## config.mk

```make
export PLATFORM = sky130hd
export DESIGN_NAME = updown_mod_counter
export DESIGN_NICKNAME = d
export VERILOG_FILES = /design/src/rtl/counter_pkg.sv /design/src/rtl/count_prescaler.sv /design/src/rtl/updown_mod_counter.sv
export SDC_FILE = /design/constraint.sdc
export NUM_CORES = 1
export LEC_CHECK = 0
export CORE_MARGIN = 2
export CORE_UTILIZATION = 30
export DETAILED_ROUTE_END_ITERATION = 12
export GPL_TIMING_DRIVEN = 0
export HOLD_SLACK_MARGIN = 0.06
export PLACE_DENSITY = 0.56
export SLEW_MARGIN = 20
export SYNTH_ARGS = -nofsm -noshare
export SYNTH_HDL_FRONTEND = slang
export SYNTH_SLANG_ARGS = --single-unit
```

## constraint.sdc

```tcl
create_clock -name clk -period 3.5 [get_ports clk]
set_input_delay 0.35 -clock clk [delete_from_list [all_inputs] [get_ports clk]]
set_output_delay 0.35 -clock clk [all_outputs]
set_load 0.1 [all_outputs]
```

## src/rtl/counter_pkg.sv

```systemverilog
// Shared constants for the up/down modulus counter: direction and boundary-mode
// encodings plus the width helper for the optional prescaler (COUNTER_PRESCALER_EN).
package counter_pkg;

  typedef enum logic {DOWN = 1'b0, UP = 1'b1} dir_e;
  typedef enum logic {WRAP = 1'b0, SAT = 1'b1} mode_e;

  // A prescale of 1 still needs a one-bit register so the port widths stay legal.
  function automatic int presc_width(input int prescale);
    return (prescale <= 1) ? 1 : $clog2(prescale);
  endfunction

endpackage

```

## src/rtl/count_prescaler.sv

```systemverilog
// Divides enabled cycles by PRESCALE; tick marks the enabled cycle that ends a period.
// Only instantiated when COUNTER_PRESCALER_EN is defined.
module count_prescaler
  import counter_pkg::*;
#(
  parameter int PRESCALE = 4
) (
  input  logic clk,
  input  logic rst,
  input  logic clr,
  input  logic en,
  output logic tick
);

  localparam int PW = presc_width(PRESCALE);
  localparam logic [PW-1:0] LAST_C = PW'(PRESCALE - 1);

  logic [PW-1:0] phase_q, phase_d;

  always_comb begin
    phase_d = phase_q;
    if (clr) begin
      phase_d = '0;
    end else if (en) begin
      phase_d = (phase_q == LAST_C) ? '0 : phase_q + 1'b1;
    end
  end

  assign tick = en && !clr && (phase_q == LAST_C);

  always_ff @(posedge clk) begin
    if (rst) begin
      phase_q <= '0;
    end else begin
      phase_q <= phase_d;
    end
  end

endmodule

```

## src/rtl/updown_mod_counter.sv

```systemverilog
// Up/down counter over 0..MODULUS-1 with wrap or saturate at the boundary, load clamp,
// terminal-count pulse and sticky boundary flag. COUNTER_PRESCALER_EN adds a step prescaler.
module updown_mod_counter
  import counter_pkg::*;
#(
  parameter int WIDTH    = 7,
  parameter int MODULUS  = 100,
  parameter int PRESCALE = 4
) (
  input  logic             clk,
  input  logic             rst,
  input  logic             en,
  input  logic             up,
  input  logic             sat,
  input  logic             load,
  input  logic [WIDTH-1:0] load_val,
  output logic [WIDTH-1:0] count,
  output logic             tc,
  output logic             ovf
);

  generate
    if (MODULUS < 2 || MODULUS > (1 << WIDTH) || PRESCALE < 1) begin : g_bad_params
      $error("updown_mod_counter: MODULUS must be 2..2**WIDTH and PRESCALE >= 1");
    end
  endgenerate

  localparam logic [WIDTH-1:0] MAX_C = WIDTH'(MODULUS - 1);

  logic [WIDTH-1:0] count_q, count_d;
  logic             tc_q, tc_d;
  logic             ovf_q, ovf_d;
  logic             step;
  logic             at_bound;

`ifdef COUNTER_PRESCALER_EN
  count_prescaler #(
    .PRESCALE(PRESCALE)
  ) u_prescaler (
    .clk (clk),
    .rst (rst),
    .clr (load),
    .en  (en),
    .tick(step)
  );
`else
  assign step = en;
`endif

  assign at_bound = (up == UP) ? (count_q == MAX_C) : (count_q == '0);

  always_comb begin
    count_d = count_q;
    tc_d    = 1'b0;
    ovf_d   = ovf_q;
    if (load) begin
      count_d = (load_val > MAX_C) ? MAX_C : load_val;
      ovf_d   = 1'b0;
    end else if (step) begin
      if (at_bound) begin
        tc_d  = 1'b1;
        ovf_d = 1'b1;
        // Saturate leaves count where it is; wrap jumps to the opposite end.
        if (sat == WRAP) begin
          count_d = (up == UP) ? '0 : MAX_C;
        end
      end else begin
        count_d = (up == UP) ? count_q + 1'b1 : count_q - 1'b1;
      end
    end
  end

  always_ff @(posedge clk) begin
    if (rst) begin
      count_q <= '0;
      tc_q    <= 1'b0;
      ovf_q   <= 1'b0;
    end else begin
      count_q <= count_d;
      tc_q    <= tc_d;
      ovf_q   <= ovf_d;
    end
  end

  assign count = count_q;
  assign tc    = tc_q;
  assign ovf   = ovf_q;

endmodule

```

==> impl_results.md, run 1 <==
- Run status: complete, no violations
- Nets: 138
- Largest cells by area after synthesis: dfxtp_1, ha_1, a21oi_1
- Synthesized flop and latch total: 9
- Fin Setup TNS: 0 ps
- Fin util: 41.4%
- Clock network power share: 19.6%
- Initial DRC Count: 24
- Initial Util: 31.1%
- Via density: 5.55
- Slew margin rel.: 34.8%
- Post-synth net total: 114
- CTS sink cnt: 9
- Reg2reg start: count[0]
- Clock root cell: clkbuf_4
- Hold Path Class: in2reg
- Reg clk slew, reported paths: 70 ps
- Final Skew: 5.20 ps
- Vias in the first global route: 723
- Initial antenna violation count: 0
- Period minus WS final: 2430 ps
- Sw power: 205 µW
- Synthesized area per cell: 8.03 µm²
- Core Box Area: 2450 µm²
- Lkg Pwr: 0.000395 µW
- Largest net degree at the start of global routing: 11
- Hold Slack: 434 ps
- FP Rows: 18
- Slew at the pin closest to its max-slew limit: 975 ps
- Reg-to-reg slack, setup: 1460 ps
- CP startpoint: up
- Crit path kind: in2reg
- Part of the power in combinational logic: 51.2%
- Pwr Density: 433 nW/µm²
- First-pass GRT wire length: 3430 µm
- Placer Congestion: 0.800
- Die Height: 54.4 µm
- Die area: 2960 µm²
- R2R cell count: 6
- Sw frac: 46.7%
- Die width: 54.4 µm
- Area of the multi-input gates: 549 µm²
- Startpoint types: input pin
- Clock latency on the worst-skew pair: 280 ps
- Most common cell after layout, fill and taps aside: clkdlybuf4s50_1
- Area grow syn2layout: 33.3%
- Grt ovf: 0
- HPWL after detailed placement: 1670 µm
- Commonest cells after routing, fill and taps aside: clkdlybuf4s50_1, nor2_1, dfxtp_1, a21oi_1, inv_1
- CTS Hold Buffers Added: 0
- Post-CTS sizing: 0
- Max-cap viol count: 0
- Worst Setup End Kind: flip-flop
- Via Count: 822
- Critical path peak fanout: 6
- Worst R2R End: count[6]
- I/O pin cnt: 22
- Cell variety after synth: 39
- Final Hold Viols: 0
- Post-synth top area share: 23.6%
- Total CTS buffers: 3
- Slew Limit Fails: 0
- Critical path arrival: 2600 ps
- Pwr Total: 440 µW
- Yosys warning total: 0
- Layout cells sized above 1: 6.78%
- 1st-pass router iterations: 4
- Antenna Nets Post-Route: 0
- CTS tree: yes
- Seq pwr share: 29.3%
- DRC: 0
- Gr usage total: 16.5%
- Htree depth: 1
- I/O Buffers: 19
- Hold path depth: 2
- Unrepaired setup endpoints after global routing: no
- Top achievable clock speed: 0.412 GHz
- Part of the cycle the worst path needs: 69.4%
- Antenna diodes: 0
- Max rail drop VDD: 0.000261 V
- Fill count: 241
- Netlist Area Pre-Place: 763 µm²
- Leading area contributor after synthesis: dfxtp_1
- Critical Path RT: 3670 ps
- Crit path to: count[6]
- Register Area: 180 µm²
- Clk buf depth: 2
- Synth Instances: 95
- Post-synthesis sequential area ratio: 23.6%
- DRT Wirelength: 2140 µm
- Int Pwr: 235 µW
- # setup viols final: 0
- WL per Instance: 14.4 µm
- Setup Fix Bufs, Post-CTS: 0
-- power groups by stage --
stage	Clock (µW)	Combinational, µW	Sequential [µW]
after floorplan	0	99.0	197
final	86.1	225	129
after detailed placement	0	224	131
after global routing	94.9	244	131
after CTS	90.2	225	129
after global placement	0	222	132
-- synthesized netlist by cell type --
master and instances:
o32a_2 1, o41ai_1 1, o211a_1 1, mux2i_1 1
o31ai_1 1, fa_1 1, dfxtp_1 9, o221ai_1 1
and3_1 3, a31oi_1 2, o21ai_2 1, nand3_1 4
or3_1 1, nor2_1 10, xnor2_1 3, a2bb2oi_1 1
o221a_1 1, a211oi_1 5, nor3_1 3, o21a_1 1
or4_4 1, o211ai_1 3, nor2_4 1, o311ai_0 1
o2111ai_1 1, clkbuf_1 2, ha_1 5, nor4_1 1
inv_1 6, o21ai_0 3, a311oi_1 1, xor2_1 1
a21oi_1 8, o21ai_1 1, o211a_4 1, a32oi_1 1
buf_1 1, nand2_1 5, o31a_1 1
-- worst max-delay path, stage by stage --
cell	delay, ps
clkdlybuf4s50_1	540
inv_1	160
fa_1	500
a211oi_1	320
o31ai_1	130
a21oi_1	210
o221ai_1	150
o221a_1	230
-- cell families (layout without fill, tap and decap cells) --
kind of cell    after synthesis  count (layout)  synth area share (%)
buf+inv                       9              32                  4.43
flops                         9               9                  23.6
xor+xnor                      4               4                  4.59
simple gates                 29              29                  19.0
fa+ha+maj                     6               6                  10.8
mux                           1               1                  1.31
compound gates               37              37                  36.2
-- stage by stage --
stage / std cells / setup slack (ps) / cell area [µm²]
after floorplan: 95 / 1070 / 763
after global placement: 144 / 809 / 991
after detailed placement: 144 / 803 / 991
after CTS: 148 / 1090 / 1020
after global routing: 148 / 912 / 1020
final: 148 / 1070 / 1020
-- how the worst min path moves through the flow --
stage / to / startpoint
2_1_floorplan: count[5] / load_val[5]
3_3_place_gp: ovf / ovf
3_5_place_dp: ovf / ovf
4_1_cts: count[1] / rst
5_1_grt: count[1] / rst
6_report: count[1] / rst
-- state kept, by name, indices dropped and copies added, names as in the netlist --
name,flops
tc,1
count,7
ovf,1
-- final cells by class --
cell class	count	share of cell area (%)
timing repair buffer	19	18.7
tap	30	3.69
multi-input combinational	77	54.0
clock buffer	4	2.58
buffer	3	1.11
inverter	6	2.21
sequential	9	17.7
-- routing by layer --
| metal | GRT usage [%] | part of all wire [%] |
|---|---|---|
| met1 | 25.1 | 53 |
| met3 | 5.74 | 4.8 |
| met5 | 0 | 0 |
| met2 | 21.1 | 42 |
| met4 | 5.00 | 0.42 |
Note: power is estimated with default switching activity, not from simulation.
==> inputs of run 2 (changes only) <==
--- a/config.mk
+++ b/config.mk
@@ -10,7 +10,7 @@
 export DETAILED_ROUTE_END_ITERATION = 12
 export GPL_TIMING_DRIVEN = 0
 export HOLD_SLACK_MARGIN = 0.06
-export PLACE_DENSITY = 0.56
+export PLACE_DENSITY = 0.58
 export SLEW_MARGIN = 20
 export SYNTH_ARGS = -nofsm -noshare
 export SYNTH_HDL_FRONTEND = slang
==> constraint.sdc (replaced) <==
create_clock -name clk -period 2.05 [get_ports clk]
set_input_delay 0.205 -clock clk [delete_from_list [all_inputs] [get_ports clk]]
set_output_delay 0.205 -clock clk [all_outputs]
set_load 0.1 [all_outputs]
==> run 2 against run 1 <==
  * Non-clock buffer count did not move
  * Sequential share of layout area rose by 0.74 points
  * Final area rose by 2.0%
  * Sequential cell count did not move
  * Worst setup slack got worse by 1000 ps
  * Sequential power rose by 74%
  * Global-route usage rose by 0.76 points
  * Count of clock-buffer cells in the layout did not move
  * Hold slack got worse by 99 ps
  * Clock skew fell by 3.3 ps
  * Power rose by 70%
  * Combinational power rose by 71%
  * Critical path type is now reg2out
==> impl_results.md, run 2 (same netlist as run 1, synthesis figures left out) <==
- Run status: complete, no violations
- Pwr Density: 720 nW/µm²
- Hold Slack: 335 ps
- Max rail drop VDD: 0.000378 V
- Core Box Area: 2450 µm²
- DRC: 0
- Slew at the pin closest to its max-slew limit: 977 ps
- Slew margin rel.: 34.6%
- Period minus WS final: 1990 ps
- Antenna Nets Post-Route: 0
- Reg clk slew, reported paths: 60 ps
- Lkg Pwr: 0.000426 µW
- Die area: 2960 µm²
- Via density: 5.59
- Final Skew: 1.85 ps
- Top achievable clock speed: 0.503 GHz
- FP Rows: 18
- Hold Path Class: in2reg
- Clock network power share: 18.6%
- I/O Buffers: 19
- Finished Layout Cells: 148
- Critical Path, Cell by Cell: clkdlybuf4s50_1
- Sw frac: 45.8%
- Initial antenna violation count: 0
- Clock root cell: clkbuf_4
- I/O pin cnt: 22
- CTS Hold Buffers Added: 0
- Max-cap viol count: 0
- Part of the power in combinational logic: 51.5%
- First-pass GRT wire length: 3600 µm
- M1 WL: 1060 µm
- Unrepaired setup endpoints after global routing: no
- Layout cells sized above 1: 14.4%
- Critical path peak fanout: 6
- Die width: 54.4 µm
- Placer Congestion: 0.839
- Part of the cycle the worst path needs: 97.1%
- Critical Path RT: 1850 ps
- Area grow syn2layout: 35.9%
- Clk buf depth: 2
- Most common cell after layout, fill and taps aside: clkdlybuf4s50_1
- WL met2: 934 µm
- Finished Cell Area: 1040 µm²
- Nets: 138
- DRT Wirelength: 2150 µm
- Commonest cells after routing, fill and taps aside: clkdlybuf4s50_1, nor2_1, a21oi_1, dfxtp_2
- Startpoint types: flip-flop
- Critical path buffers and inverters: 1
- Max reg flops: 7
- Slowest CP cell: clkdlybuf4s50_1
- Slew Limit Fails: 0
- Largest delay share family, worst path: buffers and inverters
- # setup viols final: 0
- Seq pwr share: 30.0%
- Crit-path max cell delay: 1140 ps
- Vias in the first global route: 804
- Initial Util: 31.1%
- Int Pwr: 404 µW
- Initial DRC Count: 15
- Total CTS buffers: 3
- Die Height: 54.4 µm
- CTS sink cnt: 9
- Worst Setup End Kind: output port
- Via Count: 827
- Gr usage total: 17.3%
- Htree depth: 1
- Sw power: 342 µW
- Grt ovf: 0
- Clock latency on the worst-skew pair: 260 ps
- Highest metal used: met4
- Crit path kind: reg2out
- Inst Count DP: 144
- Final Hold Viols: 0
- Post-DP Area: 1000 µm²
- Critical path arrival: 1780 ps
- WL per Instance: 14.5 µm
- CTS tree: yes
- HPWL after detailed placement: 1580 µm
- 1st-pass router iterations: 4
- Largest net degree at the start of global routing: 11
- Metal3 WL: 139 µm
- Antenna diodes: 0
run 2: layout make-up:
| class | count | area, µm² |
|---|---|---|
| repair buffers | 19 | 194 |
| multi-input cells | 77 | 554 |
| inverters | 6 | 22.5 |
| plain buffers | 3 | 11.3 |
| well taps | 30 | 37.5 |
| clock buffers | 4 | 26.3 |
| flip-flops and latches | 9 | 191 |
| fillers | 253 | 1420 |
run 2: worst paths after layout:
| kind | start | endpoint | slack (ps) | cells past startpoint |
|---|---|---|---|---|
| setup / recovery | count[1] | count[1] | 60 | 1 |
| hold / removal | rst | count[1] | 340 | 2 |
| setup reg to reg | count[0] | count[6] | 140 | 6 |
| hold reg to reg | ovf | ovf | 490 | 1 |
run 2: power groups by stage:
stage               combinational (µW)  clock (µW)  sequential (µW)
floorplan                          169           0              342
global placement                   378           0              227
detailed placement                 376           0              227
CTS                                382         145              224
global route                       414         158              227
finish                             384         139              224
run 2: metal layers:
| layer | GRT usage (%) | vias to the layer above |
|---|---|---|
| met3 | 6.56 | 4 |
| met5 | 0 | - |
| met1 | 24.0 | 363 |
| li1 | - | 420 |
| met4 | 7.08 | 0 |
| met2 | 23.5 | 40 |
run 2: per-stage QoR:
stage               setup WS (ps)  util [%]  setup TNS, ps  power (µW)
finish                       60.5      42.3              0         747
global route                0.145      42.3              0         800
global placement             -546      40.8          -1820         605
floorplan                    26.8         -              0         511
detailed placement           -535      40.8          -1660         604
CTS                          4.51      42.0              0         752
run 2: timing repair:
item / 4_1_cts / 5_1_grt
resized for setup: 3 / 2
setup endpoints to repair: 4 / 2
buffers inserted: 0 / 0
